File: src/rtl/mem_access.sv
// mem_access: RV32I memory-access stage. Issues one load/store per command to the
// data cache over a request/waitrequest port, then aligns and extends load data.
`default_nettype none

module mem_access (
    input  logic        clk,
    input  logic        rst,
    input  logic        ex_mem_req,
    input  logic        ex_mem_we,
    input  logic [2:0]  ex_funct3,
    input  logic [31:0] ex_addr,
    input  logic [31:0] ex_wdata,
    input  logic [4:0]  ex_rd,
    output logic        mem_busy,
    output logic [31:0] o_p_addr,
    output logic        o_p_read,
    output logic        o_p_write,
    output logic [3:0]  o_p_byteenable,
    output logic [31:0] o_p_writedata,
    input  logic        i_p_waitrequest,
    input  logic [31:0] i_p_readdata,
    input  logic        i_p_readdata_valid,
    output logic        ld_valid,
    output logic [31:0] ld_data,
    output logic [4:0]  ld_rd,
    output logic        st_done,
    output logic        mem_err
);

    typedef enum logic [1:0] {
        S_IDLE  = 2'd0,
        S_REQ   = 2'd1,
        S_RDATA = 2'd2
    } state_t;

    state_t      state_q;
    logic [31:0] addr_q;
    logic        read_q;
    logic        write_q;
    logic [3:0]  be_q;
    logic [31:0] wdata_q;
    logic [2:0]  funct3_q;
    logic [1:0]  off_q;
    logic [4:0]  rd_q;
    logic        ld_valid_q;
    logic [31:0] ld_data_q;
    logic [4:0]  ld_rd_q;
    logic        st_done_q;
    logic        err_q;

    logic        w_legal;
    logic [3:0]  w_be;
    logic [31:0] w_wdata;
    logic [7:0]  w_byte;
    logic [15:0] w_half;
    logic [31:0] w_ext;

    // Command decode: legality (funct3 + alignment) and store lane steering
    always_comb begin
        w_legal = 1'b0;
        case ({ex_mem_we, ex_funct3})
            4'b0_000, 4'b0_100, 4'b1_000: w_legal = 1'b1;
            4'b0_001, 4'b0_101, 4'b1_001: w_legal = ~ex_addr[0];
            4'b0_010, 4'b1_010:           w_legal = (ex_addr[1:0] == 2'b00);
            default:                      w_legal = 1'b0;
        endcase

        w_be    = 4'b1111;
        w_wdata = ex_wdata;
        if (ex_mem_we) begin
            case (ex_funct3[1:0])
                2'b00: begin
                    w_be    = 4'b0001 << ex_addr[1:0];
                    w_wdata = {4{ex_wdata[7:0]}};
                end
                2'b01: begin
                    w_be    = 4'b0011 << ex_addr[1:0];
                    w_wdata = {2{ex_wdata[15:0]}};
                end
                default: begin
                    w_be    = 4'b1111;
                    w_wdata = ex_wdata;
                end
            endcase
        end
    end

    // Load extraction from the raw cache word using the latched offset/funct3
    always_comb begin
        w_byte = 8'h00;
        case (off_q)
            2'd0: w_byte = i_p_readdata[7:0];
            2'd1: w_byte = i_p_readdata[15:8];
            2'd2: w_byte = i_p_readdata[23:16];
            2'd3: w_byte = i_p_readdata[31:24];
            default: w_byte = 8'h00;
        endcase
        w_half = off_q[1] ? i_p_readdata[31:16] : i_p_readdata[15:0];
        case (funct3_q)
            3'b000:  w_ext = {{24{w_byte[7]}}, w_byte};
            3'b001:  w_ext = {{16{w_half[15]}}, w_half};
            3'b100:  w_ext = {24'h000000, w_byte};
            3'b101:  w_ext = {16'h0000, w_half};
            default: w_ext = i_p_readdata;
        endcase
    end

    always_ff @(posedge clk) begin
        if (rst) begin
            state_q    <= S_IDLE;
            addr_q     <= 32'h0;
            read_q     <= 1'b0;
            write_q    <= 1'b0;
            be_q       <= 4'h0;
            wdata_q    <= 32'h0;
            funct3_q   <= 3'b000;
            off_q      <= 2'b00;
            rd_q       <= 5'd0;
            ld_valid_q <= 1'b0;
            ld_data_q  <= 32'h0;
            ld_rd_q    <= 5'd0;
            st_done_q  <= 1'b0;
            err_q      <= 1'b0;
        end else begin
            ld_valid_q <= 1'b0;
            st_done_q  <= 1'b0;
            err_q      <= 1'b0;
            case (state_q)
                S_IDLE: begin
                    if (ex_mem_req) begin
                        if (w_legal) begin
                            addr_q   <= {ex_addr[31:2], 2'b00};
                            funct3_q <= ex_funct3;
                            off_q    <= ex_addr[1:0];
                            rd_q     <= ex_rd;
                            be_q     <= w_be;
                            wdata_q  <= w_wdata;
                            read_q   <= ~ex_mem_we;
                            write_q  <= ex_mem_we;
                            state_q  <= S_REQ;
                        end else begin
                            err_q <= 1'b1;
                        end
                    end
                end
                S_REQ: begin
                    if (!i_p_waitrequest) begin
                        read_q  <= 1'b0;
                        write_q <= 1'b0;
                        if (write_q) begin
                            st_done_q <= 1'b1;
                            state_q   <= S_IDLE;
                        end else if (i_p_readdata_valid) begin
                            ld_valid_q <= 1'b1;
                            ld_data_q  <= w_ext;
                            ld_rd_q    <= rd_q;
                            state_q    <= S_IDLE;
                        end else begin
                            state_q <= S_RDATA;
                        end
                    end
                end
                S_RDATA: begin
                    if (i_p_readdata_valid) begin
                        ld_valid_q <= 1'b1;
                        ld_data_q  <= w_ext;
                        ld_rd_q    <= rd_q;
                        state_q    <= S_IDLE;
                    end
                end
                default: state_q <= S_IDLE;
            endcase
        end
    end

    assign mem_busy       = (state_q != S_IDLE);
    assign o_p_addr       = addr_q;
    assign o_p_read       = read_q;
    assign o_p_write      = write_q;
    assign o_p_byteenable = be_q;
    assign o_p_writedata  = wdata_q;
    assign ld_valid       = ld_valid_q;
    assign ld_data        = ld_data_q;
    assign ld_rd          = ld_rd_q;
    assign st_done        = st_done_q;
    assign mem_err        = err_q;

endmodule

`default_nettype wire

File: config.mk
export PLATFORM = sky130hd
export DESIGN_NAME = mem_access
export DESIGN_NICKNAME = d
export VERILOG_FILES = /design/src/rtl/mem_access.sv
export SDC_FILE = /design/constraint.sdc
export NUM_CORES = 1
export LEC_CHECK = 0
export ABC_AREA = 1
export ABC_CLOCK_PERIOD_IN_PS = 4850
export BUFFER_PORTS_ARGS = -buffer_cell sky130_fd_sc_hd__buf_2
export CELL_PAD_IN_SITES_DETAIL_PLACEMENT = 1
export CELL_PAD_IN_SITES_GLOBAL_PLACEMENT = 1
export CORE_ASPECT_RATIO = 0.6
export CORE_UTILIZATION = 37
export CTS_BUF_LIST = sky130_fd_sc_hd__clkbuf_2 sky130_fd_sc_hd__clkbuf_4 sky130_fd_sc_hd__clkbuf_8
export CTS_CLUSTER_SIZE = 40
export DETAILED_ROUTE_END_ITERATION = 8
export GPL_ROUTABILITY_DRIVEN = 1
export PLACE_DENSITY = 0.86
export SYNTH_ARGS = -nofsm -noshare
export SYNTH_HDL_FRONTEND = slang
export SYNTH_SLANG_ARGS = --single-unit
File: constraint.sdc
create_clock -name clk -period 4.85 [get_ports clk]
set_clock_uncertainty 0.15 [all_clocks]
set_input_delay 0.2425 -clock clk [delete_from_list [all_inputs] [get_ports clk]]
set_output_delay 0.2425 -clock clk [all_outputs]
set_load 0.05 [all_outputs]
==> results of run 1 <==
-- logic make-up (layout without fill, tap and decap cells) --
group / Yosys count / count (layout) / share of synthesized area, %
simple gates: 323 / 323 / 24.17
fa+ha+maj: 3 / 3 / 0.6960
buf+inv: 113 / 391 / 9.603
other cells: 1 / 2 / 0.06952
compound gates: 213 / 213 / 20.92
flops: 120 / 120 / 44.54
-- where the power goes --
group          switching [W]  total (W)  leakage (nW)  internal (W)
registers           0.000127    0.00133         0.981       0.00120
clock network       0.000419   0.000989         0.213      0.000570
logic                0.00141    0.00187          2.72      0.000462
-- critical path, delay by kind of cell --
kind            cells  cell delay [ns]
simple gates        3             0.87
buf+inv             5             1.89
compound gates      2             0.32
-- final cells by class --
cell class | instances | area (sq um)
fillers | 1834 | 6286
multi-input cells | 541 | 2477
flip-flops and latches | 120 | 2402
repair buffers | 300 | 1899
clock buffers | 19 | 249.0
well taps | 192 | 240.2
inverters | 60 | 225.2
clock inverters | 12 | 176.4
-- sequential cells by signal (all words and copies together), names as in the netlist --
name,flops
funct3_q,3
ld_data,32
ld_rd,5
ld_valid,1
mem_err,1
o_p_addr,30
o_p_byteenable,4
o_p_read,1
o_p_write,1
o_p_writedata,32
off_q,2
rd_q,5
st_done,1
state_q,2
-- how the worst min path moves through the flow --
stage	end	slack [ns]	cells past startpoint
finish	ld_data[11]	0.02	5
global route	o_p_writedata[5]	0.01	3
CTS	o_p_writedata[5]	0.0009	3
detailed placement	o_p_byteenable[0]	0.31	2
global placement	o_p_byteenable[0]	0.30	2
floorplan	st_done	0.17	1
-- metrics by stage --
step | setup WS (ns) | hold WS, ns | util (%) | total power (W) | instance area, sq um
final | 1.649 | 0.01810 | 54.96 | 0.004188 | 7670
after global routing | 1.444 | 0.01303 | 54.96 | 0.004426 | 7670
after CTS | 1.743 | 0.0008757 | 54.96 | 0.004175 | 7670
after detailed placement | 1.804 | 0.3117 | 46.39 | 0.003116 | 6474
after global placement | 2.086 | 0.3007 | 46.39 | 0.003076 | 6474
after floorplan | 3.097 | 0.1707 | - | 0.002691 | 5398
-- synthesized netlist by cell type --
| cell type | number |
|---|---|
| nand3_1 | 33 |
| clkinv_1 | 1 |
| nor2_4 | 1 |
| inv_1 | 55 |
| clkbuf_1 | 19 |
| buf_4 | 9 |
| a21oi_1 | 71 |
| o21ai_0 | 117 |
| nand3_2 | 3 |
| or2_2 | 3 |
| o21a_1 | 1 |
| nor2_2 | 2 |
| buf_6 | 5 |
| o21ai_1 | 8 |
| ha_1 | 3 |
| a211oi_1 | 3 |
| nor2_1 | 162 |
| nor4_1 | 1 |
| nand2_2 | 1 |
| a211oi_2 | 4 |
| buf_2 | 17 |
| nor3_1 | 3 |
| dfxtp_1 | 120 |
| o22ai_1 | 7 |
| clkbuf_2 | 1 |
| o211ai_1 | 1 |
| nand2_1 | 113 |
| a21oi_4 | 1 |
| or2_1 | 1 |
| conb_1 | 1 |
| inv_2 | 4 |
| buf_1 | 2 |
-- routing by layer --
layer | up-vias | global-route usage [%] | share of wire [%]
li1 | 3037 | - | -
met1 | 2961 | 36.37 | 45
met2 | 203 | 50.44 | 47
met3 | 31 | 7.364 | 6.5
met4 | 0 | 8.738 | 1.6
met5 | - | 0 | 0
==> results_dict.tcl, run 1 <==
set metrics [dict create \
    netlist_area_sq_um 5394 \
    fin_nets 1153 \
    finalWirelength_microns 21770 \
    worstPathRequired_ns 5.01 \
    slew_viol_final 0 \
    clk_pin_slew_ns 0.08 \
    layout_commonest_cell "buf_2" \
    viasPerCell 5.010 \
    clock_latency_ns 0.41 \
    min_from "i_p_readdata[11]" \
    yosys.area.top_type_share_pct 44.54 \
    status "complete, no violations" \
    pin_count 221 \
    rsz0062_at_grt "false" \
    post-route-period-util_pct 66.01 \
    rr_endpoint "o_p_writedata[19]" \
    path_cells "dlygate4sd3_1, buf_2, inv_2, nand3_2, nand2_1, nand3_2, buf_4, a21oi_1, a21oi_1, dlygate4sd3_1" \
    r2r.worst_path.cells 8 \
    path_class "input port to flip-flop" \
    vias 6232 \
    antenna_found_initial 0 \
    hp-class "input port to flip-flop" \
    max_freq_ghz 0.3124 \
    regToRegStartpoint "state_q[0]" \
    core_sq_um 13960 \
    ys_seq_area_share_pct 44.54 \
    netlist-cell-type-count 32 \
    p_per_area_nw_per_um2 546.0 \
    cts_buffers 17 \
    yosys-top-cells-area "dfxtp_1, nor2_1, o21ai_0, nand2_1, a21oi_1" \
    finalHoldViolCount 0 \
    grt_pass1_wl_microns 33890 \
    worst_setup_path_start_kind "input port" \
    post-cts-setup-buffers 0 \
    syn_to_final_growth_pct 42.19 \
    clock_sinks 120 \
    drv_cap 0 \
    dieWidth_microns 157.9 \
    drive_gt1_share_pct 25.95 \
    yosysWarnings 0 \
    io_buffers 218 \
    finalSetupViolations 0 \
    num_rows 33 \
    crit_path_top_delay_cell "nand3_2" \
    cts_tree "yes" \
    tns_ns 0 \
    ys_ff_latch 120 \
    ant_nets 0 \
    cts_max_level 4 \
    die_area_sq_um 15080 \
    slew_headroom_pct 37.65 \
    start_util_pct 38.65 \
    endpoint "o_p_writedata[19]" \
    gp_congestion 0.8345 \
    grt_pass1_vias 6597 \
    ir_worst_vdd_mv 0.2101 \
    rrSetupSlack_ns 1.66 \
    startpoint "ex_funct3[1]" \
    period_needed_ns 3.201 \
    synth_top_area_cell "dfxtp_1" \
    grt_max_degree 61 \
    ctsResizeCount 0 \
    grt_overflow 0 \
    endpoint_kind "flip-flop" \
    post-place-cells 1136 \
    wire_per_inst_microns 17.50 \
    diodes 0 \
    root_buffer "clkbuf_8" \
    cts_buffer_depth 2 \
    postSynthAreaPerCell_sq_um 6.978 \
    chipHeight_microns 95.53 \
    track_usage_pct 29.37 \
    slowest_delay_ns 0.60 \
    arrival_ns 3.36 \
    tightest_slew_ns 0.9326 \
    drtIter0Drc 287 \
    worst-path-max-fanout 36 \
    ctsHoldBuffers 77 \
    layout.cells.non_filler 1244 \
    dr.pass1.iters 5 \
    dp_hpwl_microns 13570 \
    syn-instance-count 773 \
    power.leakage_nw 3.914 \
    final_cell_mix "buf_2, nor2_1, dfxtp_1, o21ai_0, nand2_1" \
    drc_errors 0 \
]
No activity file was read; power rests on OpenSTA's default activity.
==> run 2: changes to the inputs <==
==> config.mk (replaced) <==
export PLATFORM = sky130hd
export DESIGN_NAME = mem_access
export DESIGN_NICKNAME = d
export VERILOG_FILES = /design/src/rtl/mem_access.sv
export SDC_FILE = /design/constraint.sdc
export NUM_CORES = 1
export LEC_CHECK = 0
export ABC_AREA = 0
export ABC_CLOCK_PERIOD_IN_PS = 3350
export BUFFER_PORTS_ARGS = -buffer_cell sky130_fd_sc_hd__buf_2
export CELL_PAD_IN_SITES_DETAIL_PLACEMENT = 1
export CELL_PAD_IN_SITES_GLOBAL_PLACEMENT = 1
export CORE_ASPECT_RATIO = 0.6
export CORE_UTILIZATION = 35
export CTS_BUF_LIST = sky130_fd_sc_hd__clkbuf_2 sky130_fd_sc_hd__clkbuf_4 sky130_fd_sc_hd__clkbuf_8
export CTS_CLUSTER_SIZE = 40
export DETAILED_ROUTE_END_ITERATION = 8
export GPL_ROUTABILITY_DRIVEN = 1
export PLACE_DENSITY = 0.8
export SYNTH_ARGS = -nofsm -noshare
export SYNTH_HDL_FRONTEND = slang
export SYNTH_SLANG_ARGS = --single-unit
==> constraint.sdc (replaced) <==
create_clock -name clk -period 3.35 [get_ports clk]
set_clock_uncertainty 0.15 [all_clocks]
set_input_delay 0.1675 -clock clk [delete_from_list [all_inputs] [get_ports clk]]
set_output_delay 0.1675 -clock clk [all_outputs]
set_load 0.05 [all_outputs]
==> results_dict.tcl, run 2 <==
set metrics [dict create \
    status "complete, no violations" \
    yosys-top-cells-count "nand2_1, dfxtp_1, a21oi_1" \
    clock_latency_ns 0.43 \
    yosysWarnings 0 \
    fin_nets 1052 \
    postSynthAreaPerCell_sq_um 8.079 \
    slew_viol_final 0 \
    post-route-period-util_pct 73.98 \
    rr_endpoint "ld_data[9]" \
    cts_buffer_depth 2 \
    grt_max_degree 72 \
    gp_congestion 0.7858 \
    drtIter0Drc 410 \
    final_cell_mix "buf_2, nand2_1, dfxtp_1, dlygate4sd3_1, a21oi_1" \
    ys_seq_area_share_pct 46.10 \
    path_class "flip-flop to flip-flop" \
    synth-compound-area-share_pct 22.50 \
    endpoint_kind "flip-flop" \
    place_area_sq_um 6409 \
    grt_overflow 0 \
    synth_top_area_cell "dfxtp_1" \
    cts_max_level 4 \
    rsz0062_at_grt "false" \
    drc_errors 0 \
    antenna_found_initial 3 \
    arrival_ns 2.65 \
    clk_pin_slew_ns 0.07 \
    yosys.area.top_type_share_pct 46.10 \
    tightest_slew_ns 0.8884 \
    drv_cap 0 \
    min_from "ex_funct3[0]" \
    hp-class "input port to flip-flop" \
    grt_pass1_vias 6123 \
    layout_commonest_cell "buf_2" \
    clock_sinks 120 \
    synth_top_family_by_area "compound AO/OA/AOI/OAI gates" \
    dp_hpwl_microns 12880 \
    place_ws_ns 0.9289 \
    die_area_sq_um 15400 \
    r2r.worst_path.cells 7 \
    max_freq_ghz 0.4035 \
    regToRegStartpoint "state_q[1]" \
    finalHoldViolCount 0 \
    track_usage_pct 28.03 \
    pin_count 221 \
    fin_util_pct 54.12 \
    power.leakage_nw 3.405 \
    grt_pass1_wl_microns 33190 \
    worst_setup_path_start_kind "flip-flop" \
    drive_gt1_share_pct 28.99 \
    root_buffer "clkbuf_8" \
    rrSetupSlack_ns 0.87 \
    finalSetupViolations 0 \
    setup_ws_ns 0.8716 \
    syn-instance-count 645 \
    ir_worst_vdd_mv 0.2208 \
    start_util_pct 35.92 \
    synthXorXnorAreaFrac_pct 0 \
    post-cts-setup-buffers 0 \
    cts_buffers 17 \
    hold_end "funct3_q[0]" \
    synth_edf_count 0 \
    p_per_area_nw_per_um2 514.3 \
    netlist_area_sq_um 5211 \
    synthMuxAreaShare_pct 5.234 \
    viasPerCell 5.200 \
    cts_tree "yes" \
    synth-simple-area-share_pct 19.50 \
    tns_ns 0 \
    dr.pass1.iters 4 \
    worstPathRequired_ns 3.52 \
    synth_adder_area_share_pct 0.7203 \
    ys.flop_type "dfxtp_1" \
    final_area_sq_um 7851 \
    fillCellCount 1790 \
    chipHeight_microns 96.52 \
    io_buffers 218 \
    vias 6001 \
    worst-path-max-fanout 46 \
    whs_path_depth 3 \
    yosysMostFrequentCell "nand2_1" \
    core_sq_um 14510 \
    ys_ff_latch 120 \
    dieWidth_microns 159.5 \
    finalWirelength_microns 21680 \
    num_rows 34 \
    wire_per_inst_microns 18.78 \
    slew_headroom_pct 40.69 \
    yosys-top-cells-area "dfxtp_1, nand2_1, a21oi_1, mux2i_1, o21ai_0" \
    period_needed_ns 2.478 \
    syn_to_final_growth_pct 50.66 \
    netlist-cell-type-count 48 \
    synthArstFlopShare_pct 0 \
    ant_nets 0 \
]
==> run 2: per-stage QoR <==
step           hold slack, ns  instances  power [W]
2_1_floorplan          0.1535        646   0.002239
3_3_place_gp           0.2606       1018   0.002495
3_5_place_dp           0.2653       1018   0.002511
4_1_cts              0.002220       1150   0.004029
5_1_grt               0.01261       1154   0.004207
6_report              0.02493       1154   0.004038
==> run 2: worst max-delay path, stage by stage (launching register included) <==
cell     delay [ns]
dfxtp_1        0.32
inv_1          0.09
ha_1           0.33
nor3b_2        0.37
o21a_1         0.16
buf_4          0.40
nor2_1         0.25
a22o_1         0.30
==> run 2: layer usage <==
metal	global-route usage, %	wire [microns]
met4	10.82	436
met1	35.41	9646
met5	0	0
met3	8.493	1605
met2	45.38	9988
==> run 2: worst max-delay path by stage <==
| stage | start | slack, ns | end |
|---|---|---|---|
| after floorplan | state_q[1] | 1.38 | ld_data[2] |
| after global placement | state_q[1] | 1.03 | ld_data[12] |
| after detailed placement | state_q[1] | 0.93 | ld_data[8] |
| after CTS | state_q[1] | 0.89 | ld_data[8] |
| after global routing | state_q[1] | 0.70 | ld_data[2] |
| final | state_q[1] | 0.87 | ld_data[9] |
==> run 2: cell type report <==
| cell class | instances | area, sq um | area share, % |
|---|---|---|---|
| Antenna cell | 4 | 10.01 | 0.1275 |
| Tap cell | 198 | 247.7 | 3.155 |
| Clock buffer | 19 | 261.5 | 3.331 |
| Clock inverter | 13 | 170.2 | 2.167 |
| Timing Repair Buffer | 328 | 2182 | 27.79 |
| Inverter | 17 | 63.81 | 0.8127 |
| Sequential cell | 120 | 2402 | 30.60 |
| Multi-Input combinational cell | 455 | 2514 | 32.02 |
==> run 2: cell families (layout without fill, tap and decap cells) <==
kind of cell | Yosys count | after routing
and+or+nand+nor | 239 | 239
AOI/OAI and AO/OA | 185 | 185
DFF | 120 | 120
buffers and inverters | 71 | 377
muxes | 26 | 26
adders and majority gates | 3 | 3
other | 1 | 6
==> run 2: repair_timing <==
| item | in CTS | in global routing |
|---|---|---|
| setup endpoints to repair | 0 | 0 |
| endpoints found under the hold margin | 104 | 0 |
| gates resized for setup | 0 | 0 |
| hold buffers | 100 | 0 |
==> run 2: where the power goes <==
part	total [W]	internal [W]	switching [W]
Sequential	0.00158	0.00152	0.0000610
Combinational	0.00102	0.000322	0.000700
Clock	0.00143	0.000783	0.000651
==> run 3: changes to the inputs <==
--- a/config.mk
+++ b/config.mk
@@ -6,7 +6,7 @@
 export NUM_CORES = 1
 export LEC_CHECK = 0
 export ABC_AREA = 0
-export ABC_CLOCK_PERIOD_IN_PS = 3350
+export ABC_CLOCK_PERIOD_IN_PS = 2500
 export BUFFER_PORTS_ARGS = -buffer_cell sky130_fd_sc_hd__buf_2
 export CELL_PAD_IN_SITES_DETAIL_PLACEMENT = 1
 export CELL_PAD_IN_SITES_GLOBAL_PLACEMENT = 1
==> constraint.sdc (replaced) <==
create_clock -name clk -period 2.5 [get_ports clk]
set_clock_uncertainty 0.15 [all_clocks]
set_input_delay 0.125 -clock clk [delete_from_list [all_inputs] [get_ports clk]]
set_output_delay 0.125 -clock clk [all_outputs]
set_load 0.05 [all_outputs]
==> results_dict.tcl, run 3 (synthesis gave the netlist of run 2 again) <==
set metrics [dict create \
    status "complete, no violations" \
    seq_area_sq_um 2402 \
    pin_count 221 \
    rsz0062_at_grt "false" \
    finalHoldViolCount 0 \
    slowest_delay_ns 0.68 \
    dp_hpwl_microns 13230 \
    dr.pass1.iters 4 \
    p_per_area_nw_per_um2 652.6 \
    grt_pass1_vias 6047 \
    slew_headroom_pct 16.22 \
    cts_buffer_depth 2 \
    viasPerCell 5.162 \
    tns_ns 0 \
    finalPower_w 0.005213 \
    start_util_pct 35.92 \
    power.leakage_nw 3.464 \
    arrival_ns 2.42 \
    holdWs_ns 0.3030 \
    core_sq_um 14510 \
    ir_worst_vdd_mv 0.3005 \
    hp-class "flip-flop to flip-flop" \
    finalWirelength_microns 21590 \
    grt_max_degree 72 \
    cts_max_level 4 \
    ant_nets 0 \
    wire_per_inst_microns 18.45 \
    layout.cells.non_filler 1170 \
    slew_viol_final 0 \
    antenna_found_initial 2 \
    worstPathRequired_ns 2.59 \
    path_cells "buf_4, mux2i_1, a211oi_1, o21ai_1, a311oi_1" \
    dieWidth_microns 159.5 \
    tightest_slew_ns 1.248 \
    crit_buf_inv 1 \
    syn_to_final_growth_pct 53.28 \
    multiInputGateArea_sq_um 2522 \
    clk_pin_slew_ns 0.08 \
    worst-path-max-fanout 16 \
    post-route-period-util_pct 93.04 \
    post-place-cells 1026 \
    max_freq_ghz 0.4299 \
    finalSetupViolations 0 \
    io_buffers 218 \
    final_cell_mix "buf_2, nand2_1, dfxtp_1, dlygate4sd3_1, a21oi_1" \
    endpoint_kind "flip-flop" \
    met1Wirelength_microns 10150 \
    fillCellCount 1769 \
    drtIter0Drc 389 \
    drive_gt1_share_pct 29.41 \
    path_class "flip-flop to flip-flop" \
    drv_cap 0 \
    wl_met3_microns 1230 \
    period_needed_ns 2.326 \
    grt_pass1_wl_microns 33040 \
    fin_nets 1069 \
    cts_buffers 17 \
    clock_latency_ns 0.43 \
    highest_layer "met4" \
    vias 6040 \
    root_buffer "clkbuf_8" \
    clock_sinks 120 \
    track_usage_pct 27.80 \
    layout_commonest_cell "buf_2" \
    die_area_sq_um 15400 \
    worst_setup_path_start_kind "flip-flop" \
    cp_top_family "compound AO/OA/AOI/OAI gates" \
    chipHeight_microns 96.52 \
    crit_path_top_delay_cell "o21ai_1" \
    num_rows 34 \
    grt_overflow 0 \
    wl_met2_microns 9777 \
    gp_congestion 0.7765 \
    cts_tree "yes" \
    drc_errors 0 \
]
run 3: cell count changes in the layout (fill, tap and decap cells not counted), sizes merged, moves of 2 or more:
cell         change
dlygate4sd3      +9
buf              +8
bufinv           -2
clkinvlp         +2
run 3: area by class of cell:
cell class	instances	area share, %
Sequential cell	120	30.08
Clock buffer	18	3.102
Clock inverter	14	1.582
Tap cell	198	3.102
Inverter	17	0.7989
Multi-Input combinational cell	455	31.58
Antenna cell	3	0.09398
Timing Repair Buffer	345	29.67
run 3: power by group:
part / total, W / switching (W) / leakage, nW / internal (W)
logic: 0.00142 / 0.000957 / 2.31 / 0.000462
registers: 0.00211 / 0.0000727 / 0.975 / 0.00204
clock network: 0.00168 / 0.000868 / 0.177 / 0.000815
total: 0.00521 / 0.00190 / 3.46 / 0.00331
run 3: stage by stage:
step | setup slack [ns] | util, % | instance area [sq um]
floorplan | 0.5259 | - | 5215
global placement | 0.3653 | 44.85 | 6506
detailed placement | 0.1977 | 44.85 | 6506
CTS | 0.1677 | 54.95 | 7971
global route | 0.02144 | 55.05 | 7985
finish | 0.1741 | 55.06 | 7988
run 3: repair_timing:
action,in CTS,in global routing
buffers inserted,0,0
endpoints found under the setup margin,0,2
hold buffers,109,0
endpoints found under the hold margin,114,0
gates resized for setup,0,2
run 3: worst paths after layout:
check / startpoint / endpoint / slack (ns) / cells after the start
setup / recovery: off_q[1] / ld_data[19] / 0.17 / 5
hold / removal: o_p_addr[14] / o_p_addr[14] / 0.30 / 2
setup reg to reg: off_q[1] / ld_data[19] / 0.17 / 5
hold reg to reg: o_p_addr[14] / o_p_addr[14] / 0.30 / 2
run 3: tightest hold or removal path, cell delays in order, from the launching register on:
cell     delay (ns)
dfxtp_1        0.31
nand2_1        0.05
a21oi_1        0.05
run 3: per-layer routing:
layer	vias up	global-route usage [%]
li1	2886	-
met1	2898	36.63
met2	216	44.03
met3	40	7.213
met4	0	10.58
met5	-	0
